[src/rtl/z_core_mem_arbiter_if.sv]
`default_nettype none
// ---------------------------------------------------------------------------
// z_core_mem_arbiter_if : simple single-pulse memory request/response bundle
// Rev 1.0
// ---------------------------------------------------------------------------
interface z_core_mem_arbiter_if #(
  parameter int DATA_WIDTH = 32,
  parameter int ADDR_WIDTH = 32,
  parameter int STRB_WIDTH = DATA_WIDTH / 8
);
  logic                  req;
  logic                  wen;
  logic [ADDR_WIDTH-1:0] addr;
  logic [DATA_WIDTH-1:0] wdata;
  logic [STRB_WIDTH-1:0] wstrb;
  logic [DATA_WIDTH-1:0] rdata;
  logic                  ready;
  logic                  busy;

  modport master (
    output req, wen, addr, wdata, wstrb,
    input  rdata, ready, busy
  );

  modport slave (
    input  req, wen, addr, wdata, wstrb,
    output rdata, ready, busy
  );
endinterface
`default_nettype wire

[src/rtl/z_core_mem_arbiter.sv]
`default_nettype none
// ---------------------------------------------------------------------------
// z_core_mem_arbiter : two requesters share one downstream memory port
// Rev 1.0
// ---------------------------------------------------------------------------
module z_core_mem_arbiter #(
  parameter int DATA_WIDTH  = 32,
  parameter int ADDR_WIDTH  = 32,
  parameter int STRB_WIDTH  = DATA_WIDTH / 8,
  parameter bit ROUND_ROBIN = 1'b1
) (
  input  logic                 clk,
  input  logic                 rst,
  z_core_mem_arbiter_if.slave  s0_if,
  z_core_mem_arbiter_if.slave  s1_if,
  z_core_mem_arbiter_if.master m_if
);

  typedef enum logic [2:0] {
    IDLE  = 3'b001,
    ISSUE = 3'b010,
    WAIT  = 3'b100
  } state_e;

  state_e                          state_q;
  logic [1:0]                      pend_q;
  logic [1:0]                      wen_q;
  logic [1:0][ADDR_WIDTH-1:0]      addr_q;
  logic [1:0][DATA_WIDTH-1:0]      wdata_q;
  logic [1:0][STRB_WIDTH-1:0]      wstrb_q;
  logic                            owner_q;
  logic                            last_grant_q;

  logic                            m_req_q;
  logic                            m_wen_q;
  logic [ADDR_WIDTH-1:0]           m_addr_q;
  logic [DATA_WIDTH-1:0]           m_wdata_q;
  logic [STRB_WIDTH-1:0]           m_wstrb_q;
  logic [1:0][DATA_WIDTH-1:0]      rdata_q;
  logic [1:0]                      ready_q;

  logic                            grant_d;

  logic [1:0]                      s_req;
  logic [1:0]                      s_wen;
  logic [1:0][ADDR_WIDTH-1:0]      s_addr;
  logic [1:0][DATA_WIDTH-1:0]      s_wdata;
  logic [1:0][STRB_WIDTH-1:0]      s_wstrb;

  assign s_req   = {s1_if.req,   s0_if.req};
  assign s_wen   = {s1_if.wen,   s0_if.wen};
  assign s_addr  = {s1_if.addr,  s0_if.addr};
  assign s_wdata = {s1_if.wdata, s0_if.wdata};
  assign s_wstrb = {s1_if.wstrb, s0_if.wstrb};

  // On contention the port that did not complete last wins (round robin),
  // otherwise port 0 always wins.
  always_comb begin
    grant_d = pend_q[1] & ~pend_q[0];
    if (&pend_q) begin
      grant_d = ROUND_ROBIN ? ~last_grant_q : 1'b0;
    end
  end

  always_ff @(posedge clk) begin
    if (rst) begin
      state_q      <= IDLE;
      pend_q       <= '0;
      wen_q        <= '0;
      addr_q       <= '0;
      wdata_q      <= '0;
      wstrb_q      <= '0;
      owner_q      <= 1'b0;
      last_grant_q <= 1'b1;
      m_req_q      <= 1'b0;
      m_wen_q      <= 1'b0;
      m_addr_q     <= '0;
      m_wdata_q    <= '0;
      m_wstrb_q    <= '0;
      rdata_q      <= '0;
      ready_q      <= '0;
    end else begin
      ready_q <= '0;

      for (int n = 0; n < 2; n++) begin
        if (s_req[n] && !pend_q[n]) begin
          pend_q[n]  <= 1'b1;
          wen_q[n]   <= s_wen[n];
          addr_q[n]  <= s_addr[n];
          wdata_q[n] <= s_wdata[n];
          wstrb_q[n] <= s_wstrb[n];
        end
      end

      case (state_q)
        IDLE: begin
          if (|pend_q && !m_if.busy) begin
            owner_q   <= grant_d;
            m_req_q   <= 1'b1;
            m_wen_q   <= wen_q[grant_d];
            m_addr_q  <= addr_q[grant_d];
            m_wdata_q <= wdata_q[grant_d];
            m_wstrb_q <= wstrb_q[grant_d];
            state_q   <= ISSUE;
          end
        end
        ISSUE, WAIT: begin
          if (state_q == ISSUE) begin
            m_req_q <= 1'b0;
            state_q <= WAIT;
          end
          // A completion in the issue cycle itself is accepted as well.
          if (m_if.ready) begin
            rdata_q[owner_q] <= m_if.rdata;
            ready_q[owner_q] <= 1'b1;
            pend_q[owner_q]  <= 1'b0;
            last_grant_q     <= owner_q;
            state_q          <= IDLE;
          end
        end
        default: state_q <= IDLE;
      endcase
    end
  end

  assign m_if.req    = m_req_q;
  assign m_if.wen    = m_wen_q;
  assign m_if.addr   = m_addr_q;
  assign m_if.wdata  = m_wdata_q;
  assign m_if.wstrb  = m_wstrb_q;

  assign s0_if.rdata = rdata_q[0];
  assign s0_if.ready = ready_q[0];
  assign s0_if.busy  = pend_q[0];
  assign s1_if.rdata = rdata_q[1];
  assign s1_if.ready = ready_q[1];
  assign s1_if.busy  = pend_q[1];

endmodule
`default_nettype wire

[src/flat_wrapper.sv]
// flat-port wrapper written by rule: the top's interface ports become plain ports
module z_core_mem_arbiter_flat 
#(
  parameter int DATA_WIDTH  = 32,
  parameter int ADDR_WIDTH  = 32,
  parameter int STRB_WIDTH  = DATA_WIDTH / 8,
  parameter bit ROUND_ROBIN = 1'b1
)
  (clk, rst, s0_if_req, s0_if_wen, s0_if_addr, s0_if_wdata, s0_if_wstrb, s0_if_rdata, s0_if_ready, s0_if_busy, s1_if_req, s1_if_wen, s1_if_addr, s1_if_wdata, s1_if_wstrb, s1_if_rdata, s1_if_ready, s1_if_busy, m_if_req, m_if_wen, m_if_addr, m_if_wdata, m_if_wstrb, m_if_rdata, m_if_ready, m_if_busy);
  z_core_mem_arbiter_if #(.DATA_WIDTH(DATA_WIDTH), .ADDR_WIDTH(ADDR_WIDTH), .STRB_WIDTH(STRB_WIDTH)) s0_if_i ();
  z_core_mem_arbiter_if #(.DATA_WIDTH(DATA_WIDTH), .ADDR_WIDTH(ADDR_WIDTH), .STRB_WIDTH(STRB_WIDTH)) s1_if_i ();
  z_core_mem_arbiter_if #(.DATA_WIDTH(DATA_WIDTH), .ADDR_WIDTH(ADDR_WIDTH), .STRB_WIDTH(STRB_WIDTH)) m_if_i ();
  input  logic clk;
  input  logic rst;
  input wire logic [$bits(s0_if_i.req)-1:0] s0_if_req;
  input wire logic [$bits(s0_if_i.wen)-1:0] s0_if_wen;
  input wire logic [$bits(s0_if_i.addr)-1:0] s0_if_addr;
  input wire logic [$bits(s0_if_i.wdata)-1:0] s0_if_wdata;
  input wire logic [$bits(s0_if_i.wstrb)-1:0] s0_if_wstrb;
  output wire logic [$bits(s0_if_i.rdata)-1:0] s0_if_rdata;
  output wire logic [$bits(s0_if_i.ready)-1:0] s0_if_ready;
  output wire logic [$bits(s0_if_i.busy)-1:0] s0_if_busy;
  input wire logic [$bits(s1_if_i.req)-1:0] s1_if_req;
  input wire logic [$bits(s1_if_i.wen)-1:0] s1_if_wen;
  input wire logic [$bits(s1_if_i.addr)-1:0] s1_if_addr;
  input wire logic [$bits(s1_if_i.wdata)-1:0] s1_if_wdata;
  input wire logic [$bits(s1_if_i.wstrb)-1:0] s1_if_wstrb;
  output wire logic [$bits(s1_if_i.rdata)-1:0] s1_if_rdata;
  output wire logic [$bits(s1_if_i.ready)-1:0] s1_if_ready;
  output wire logic [$bits(s1_if_i.busy)-1:0] s1_if_busy;
  output wire logic [$bits(m_if_i.req)-1:0] m_if_req;
  output wire logic [$bits(m_if_i.wen)-1:0] m_if_wen;
  output wire logic [$bits(m_if_i.addr)-1:0] m_if_addr;
  output wire logic [$bits(m_if_i.wdata)-1:0] m_if_wdata;
  output wire logic [$bits(m_if_i.wstrb)-1:0] m_if_wstrb;
  input wire logic [$bits(m_if_i.rdata)-1:0] m_if_rdata;
  input wire logic [$bits(m_if_i.ready)-1:0] m_if_ready;
  input wire logic [$bits(m_if_i.busy)-1:0] m_if_busy;
  assign s0_if_i.req = s0_if_req;
  assign s0_if_i.wen = s0_if_wen;
  assign s0_if_i.addr = s0_if_addr;
  assign s0_if_i.wdata = s0_if_wdata;
  assign s0_if_i.wstrb = s0_if_wstrb;
  assign s0_if_rdata = s0_if_i.rdata;
  assign s0_if_ready = s0_if_i.ready;
  assign s0_if_busy = s0_if_i.busy;
  assign s1_if_i.req = s1_if_req;
  assign s1_if_i.wen = s1_if_wen;
  assign s1_if_i.addr = s1_if_addr;
  assign s1_if_i.wdata = s1_if_wdata;
  assign s1_if_i.wstrb = s1_if_wstrb;
  assign s1_if_rdata = s1_if_i.rdata;
  assign s1_if_ready = s1_if_i.ready;
  assign s1_if_busy = s1_if_i.busy;
  assign m_if_req = m_if_i.req;
  assign m_if_wen = m_if_i.wen;
  assign m_if_addr = m_if_i.addr;
  assign m_if_wdata = m_if_i.wdata;
  assign m_if_wstrb = m_if_i.wstrb;
  assign m_if_i.rdata = m_if_rdata;
  assign m_if_i.ready = m_if_ready;
  assign m_if_i.busy = m_if_busy;
  z_core_mem_arbiter #(.DATA_WIDTH(DATA_WIDTH), .ADDR_WIDTH(ADDR_WIDTH), .STRB_WIDTH(STRB_WIDTH), .ROUND_ROBIN(ROUND_ROBIN)) u_core (.clk(clk), .rst(rst), .s0_if(s0_if_i), .s1_if(s1_if_i), .m_if(m_if_i));
endmodule
[config.mk]
export PLATFORM = sky130hd
export DESIGN_NAME = z_core_mem_arbiter_flat
export DESIGN_NICKNAME = d
export VERILOG_FILES = /design/src/rtl/z_core_mem_arbiter_if.sv /design/src/rtl/z_core_mem_arbiter.sv /design/src/flat_wrapper.sv
export SDC_FILE = /design/constraint.sdc
export NUM_CORES = 1
export LEC_CHECK = 0
export CORE_MARGIN = 2
export CORE_UTILIZATION = 40
export DETAILED_ROUTE_END_ITERATION = 12
export GPL_TIMING_DRIVEN = 0
export PLACE_DENSITY = 0.7
export SETUP_SLACK_MARGIN = 0.1
export SYNTH_ARGS = -nofsm -noshare
export SYNTH_HDL_FRONTEND = slang
export SYNTH_SLANG_ARGS = --single-unit
[constraint.sdc]
create_clock -name clk -period 3.9 [get_ports clk]
set_input_delay 0.78 -clock clk [delete_from_list [all_inputs] [get_ports clk]]
set_output_delay 0.78 -clock clk [all_outputs]
set_load 0.005 [all_outputs]
# Yosys cells after proc, flatten, opt, wreduce, memory -nomap -nowiden
# Cells that the tools add are included.
[word_totals]
regBits = 281
[op_classes]
order_cmp = 3
n_eq_ne = 6
mux = 27
bitwise = 7
n_reduce_logical = 16
[op_table]
columns = ["operator", "n"]
rows = [
  ["$mux W32", 5],
  ["$bwmux W64", 1],
  ["$demux W32 S1", 1],
  ["$mux W1", 10],
  ["$mux W3", 3],
  ["$mux W4", 2],
  ["$reduce_and A2 Y1", 4],
  ["$pmux W3 S2", 1],
  ["$logic_and A1 B1 Y1", 4],
  ["$lt A1 B2 Y1 const B", 2],
  ["$mux W2", 2],
  ["$ne A2 B1 Y1 const B", 2],
  ["$not A1 Y1", 4],
  ["$reduce_or A2 Y1", 2],
  ["$eq A3 B1 Y1 const B", 1],
  ["$eq A3 B2 Y1 const B", 1],
  ["$eq A3 B3 Y1 const B", 1],
  ["$logic_not A1 Y1", 3],
  ["$ne A3 B2 Y1 const B", 1],
  ["$reduce_and A3 Y1", 1],
  ["$reduce_or A3 Y1", 1],
  ["$and A2 B2 Y2", 1],
  ["$not A2 Y2", 1],
  ["$pmux W1 S2", 1],
  ["4 further kinds", 4],
]

# Depth between registers and ports, before layout
[logic_depth]
ltp_word = 8
depth_mapped = 7

# Least setup slack after synthesis
# OpenSTA, ideal clock, no wires.
[synth_timing]
path_kind = "in2reg"
from = "input port rst"
to = "register u_core.m_addr_q[0], in the netlist u_core.m_if.addr[0]"
setup_ns = 0.152
arrival_time_ns = 1.696
required_time_ns = 3.748
slack_ns = 2.053
path_stages = 4
path_buffers = 3
path_cell_list = "buf_2 clkbuf_1 clkbuf_1 a221oi_2"
[synth_rtl]
columns = ["item", "line_no", "rtl"]
rows = [
  ["from (decl)", "flat_wrapper.sv:14", "input logic rst;"],
  ["to (signal assigned)", "z_core_mem_arbiter.sv:101", "m_addr_q <= addr_q[grant_d];"],
  ["to (decl)", "z_core_mem_arbiter.sv:36", "logic [ADDR_WIDTH-1:0] m_addr_q;"],
]
# No word-level cell between the ends.

# Final worst setup path
[layout_timing]
from = "register u_core.pend_q[1]"
to = "output port s1_if_busy"
[layout_rtl]
columns = ["item", "line_no", "rtl"]
rows = [
  ["from (decl)", "z_core_mem_arbiter.sv:26", "logic [1:0] pend_q;"],
  ["from (signal assigned)", "z_core_mem_arbiter.sv:68", "pend_q <= '0;"],
  ["from (signal, indexed assignment)", "z_core_mem_arbiter.sv:87", "pend_q[n] <= 1'b1;"],
  ["from (signal, indexed assignment)", "z_core_mem_arbiter.sv:116", "pend_q[owner_q] <= 1'b0;"],
  ["to (decl)", "flat_wrapper.sv:30", "output wire logic [$bits(s1_if_i.busy)-1:0] s1_if_busy;"],
]
# No word-level cell between the ends.

==> results.sh <==
export IMPL_outcome="complete, no violations"
export IMPL_crit_buf_inv=1
export IMPL_post_route_drc_count=0
export IMPL_synth_enable_flop_cells=0
export IMPL_slew_headroom_pct=48.2
export IMPL_p_comb_share_pct=13.2
export IMPL_wire_per_inst_um=18.6
export IMPL_cts_hold_buf=0
export IMPL_pwr_share_clk_pct=44.2
export IMPL_post_cts_buffers=0
export IMPL_routed_via_count=9453
export IMPL_hpwl_um=24800
export IMPL_power_leakage_uw=0.00546
export IMPL_fin_tns_setup_ns=0
export IMPL_synthFlopType="dfxtp_1"
export IMPL_tightest_slew_ns=0.778
export IMPL_finalHoldViolCount=0
export IMPL_worstPathMaxFanout=8
export IMPL_cts_buffers=30
export IMPL_rsz0062_at_grt="false"
export IMPL_synthCells=1108
export IMPL_cpMaxStageDelayCell="clkdlybuf4s50_1"
export IMPL_ys_seq_area_share_pct=53.3
export IMPL_cts_resized=0
export IMPL_portBuffers=312
export IMPL_antenna_found_initial=0
export IMPL_nNetsFinal=1628
export IMPL_place_gp_congestion=0.824
export IMPL_power_density_nw_per_um2=479
export IMPL_wirelength_um=33600
export IMPL_core_um2=26000
export IMPL_synth_area_um2=10600
export IMPL_clkSinkCount=281
export IMPL_vdd_drop_max_v=0.000303
export IMPL_die_width_um=166
export IMPL_critPathKind="reg -> out"
export IMPL_path_clk_slew_ns=0.07
export IMPL_synth_cell_type_count=31
export IMPL_hold_path_class="reg -> reg"
export IMPL_required_ns=3.12
export IMPL_r2r_cells=7
export IMPL_clk_latency_ns=0.54
export IMPL_switching_share_pct=24.0
export IMPL_drive_gt1_share_pct=11.2
export IMPL_critPathLaunch="u_core.pend_q[1]$_SDFF_PP0_"
export IMPL_root_buffer="clkbuf_16"
export IMPL_grt_pass1_vias=9395
export IMPL_ff2ff_setup_slack_ns=1.80
export IMPL_fin_util_pct=58.7
export IMPL_syn_avg_cell_area_um2=9.53
export IMPL_fp_dieArea_um2=27700
export IMPL_worst_ep_arrival_time_ns=1.72
export IMPL_p_int_uw=5550
export IMPL_endpoint="s1_if_busy"
export IMPL_drt_iter0_drc=551
export IMPL_path_cells="clkdlybuf4s50_1"
export IMPL_fin_crit_sh_pct=64.0
export IMPL_slew_violations=0
export IMPL_initial_core_util_pct=40.6
export IMPL_syn_to_final_growth_pct=44.3
export IMPL_ys_seq_elements=281
export IMPL_period_minus_slack_ns=2.50
export IMPL_fin_worst_skew_ns=0.00942
export IMPL_ys_warn_count=0
export IMPL_rows=59
export IMPL_r2r_end="u_core.addr_q[30]$_SDFFE_PP0P_"
export IMPL_drt_first_pass_iters=5
export IMPL_grt_pass1_wl_um=52200
export IMPL_die_y_um=166
export IMPL_critPathMaxStageDelay_ns=0.66
export IMPL_cts_tree="yes"
export IMPL_clockBufferDepth=3
export IMPL_track_usage_pct=23.3
export IMPL_startpoint_type="register"
export IMPL_grt_max_degree=15
export IMPL_timing_rr_start="u_core.pend_q[0]$_SDFF_PP0_"
export IMPL_async_flop_share_pct=0
export IMPL_crit_path_end_kind="primary output"
export IMPL_vias_per_cell=5.22
export IMPL_htree_levels=1
export IMPL_p_switching_uw=1750
export IMPL_io_pins=314
export IMPL_ant_nets=0
export IMPL_seqPwrFrac_pct=42.6
export IMPL_setup_viol=0
export IMPL_crit_family="buffers and inverters"
export IMPL_drv_cap=0
export IMPL_synth_nets=1284
export IMPL_grt_overflow_total=0
export IMPL_fmax_ghz=0.401
export IMPL_cp_num_cells=1
==> cell usage in the layout (no fill, tap or decap), types with 2 or more instances in the layout <==
cell type,Yosys,routed
clkinv_2,0,6
buf_4,2,2
dfxtp_1,281,281
clkbuf_1,64,69
nand2b_1,4,4
o31a_1,2,2
a221oi_1,2,2
nor2_1,4,4
nor2b_1,3,3
o32ai_1,69,69
nand2_1,278,278
buf_1,2,2
a221oi_2,67,67
bufinv_16,0,8
a21oi_1,140,140
inv_1,72,72
a22o_1,64,64
clkdlybuf4s50_1,0,312
buf_6,9,9
clkbuf_16,0,31
clkinvlp_4,0,2
clkbuf_8,0,3
buf_2,31,31
==> power groups by stage <==
stage,combinational (µW),clock [µW],sequential [µW]
finish,961,3230,3110
global route,1040,3410,3130
CTS,966,3280,3110
detailed placement,961,0,3170
global placement,952,0,3170
floorplan,481,0,3160
==> Yosys cell counts, types with 2 or more instances <==
library cell,number,area (µm²)
clkbuf_1,64,240
a221oi_2,67,1010
nand2b_1,4,25.0
inv_1,72,270
nand2_1,278,1040
a21oi_1,140,701
buf_4,2,15.0
dfxtp_1,281,5630
a22o_1,64,561
o31a_1,2,17.5
buf_1,2,7.51
nor2_1,4,15.0
a221oi_1,2,17.5
buf_6,9,101
buf_2,31,155
o32ai_1,69,604
nor2b_1,3,18.8
==> area by class of cell <==
type | count | area [µm²]
plain buffers | 108 | 519
diodes | 1 | 2.50
multi-input cells | 646 | 4140
well taps | 335 | 419
flip-flops and latches | 281 | 5630
clock inverters | 17 | 302
inverters | 73 | 274
fillers | 2288 | 10700
clock buffers | 39 | 836
repair buffers | 312 | 3120
==> registers in the layout, indices dropped and copies added, names as in the netlist, 3 cells and up <==
register	count
u_core.wstrb_q	8
u_core.m_if.wstrb	4
u_core.s0_if.rdata	32
u_core.state_q	3
u_core.m_if.addr	32
u_core.s1_if.rdata	32
u_core.addr_q	64
u_core.wdata_q	64
u_core.m_if.wdata	32
==> kinds of logic (layout without fill, tap and decap cells) <==
| logic type | count (synthesis) | count (layout) | synth area share (%) |
|---|---|---|---|
| AO/OA/AOI/OAI | 352 | 352 | 28.2 |
| XOR/XNOR | 1 | 1 | 0.154 |
| buffers and inverters | 181 | 549 | 7.51 |
| flip-flops | 281 | 281 | 53.3 |
| other | 0 | 1 | 0 |
| AND/OR/NAND/NOR | 293 | 293 | 10.9 |
==> worst min-delay path by stage <==
stage	from	to	cells past startpoint
finish	u_core.wdata_q[60]$_SDFFE_PP0P_	u_core.wdata_q[60]$_SDFFE_PP0P_	2
global route	u_core.wdata_q[13]$_SDFFE_PP0P_	u_core.wdata_q[13]$_SDFFE_PP0P_	2
CTS	u_core.wdata_q[60]$_SDFFE_PP0P_	u_core.wdata_q[60]$_SDFFE_PP0P_	2
detailed placement	u_core.wdata_q[60]$_SDFFE_PP0P_	u_core.wdata_q[60]$_SDFFE_PP0P_	2
global placement	u_core.addr_q[11]$_SDFFE_PP0P_	u_core.addr_q[11]$_SDFFE_PP0P_	2
floorplan	u_core.addr_q[0]$_SDFFE_PP0P_	u_core.addr_q[0]$_SDFFE_PP0P_	2
==> tightest hold or removal path, delay by kind of cell, from the launching register on <==
kind | cells | cell delay, ns
compound gates | 1 | 0.05
simple gates | 1 | 0.05
flops | 1 | 0.31
==> per-stage QoR <==
step                      area (µm²)  instances  power (µW)  setup WS [ns]  hold slack [ns]
after detailed placement       14100       1755        4130          0.928            0.447
final                          15200       1812        7300           1.40            0.456
after global placement         14100       1755        4120          0.939            0.442
after floorplan                10600       1108        3640           2.05            0.436
after CTS                      15200       1811        7350           1.36            0.455
after global routing           15200       1811        7580           1.31            0.472
==> metal layers <==
metal / vias up / part of all wire (%) / track usage [%] / routed length [µm]
met5: - / 0 / 0 / 0
met4: 0 / 1.9 / 4.57 / 655
met3: 47 / 8.0 / 6.11 / 2680
met2: 356 / 47 / 39.3 / 15800
met1: 4443 / 43 / 30.4 / 14500
li1: 4607 / - / - / -
Note: power is estimated with default switching activity, not from simulation.
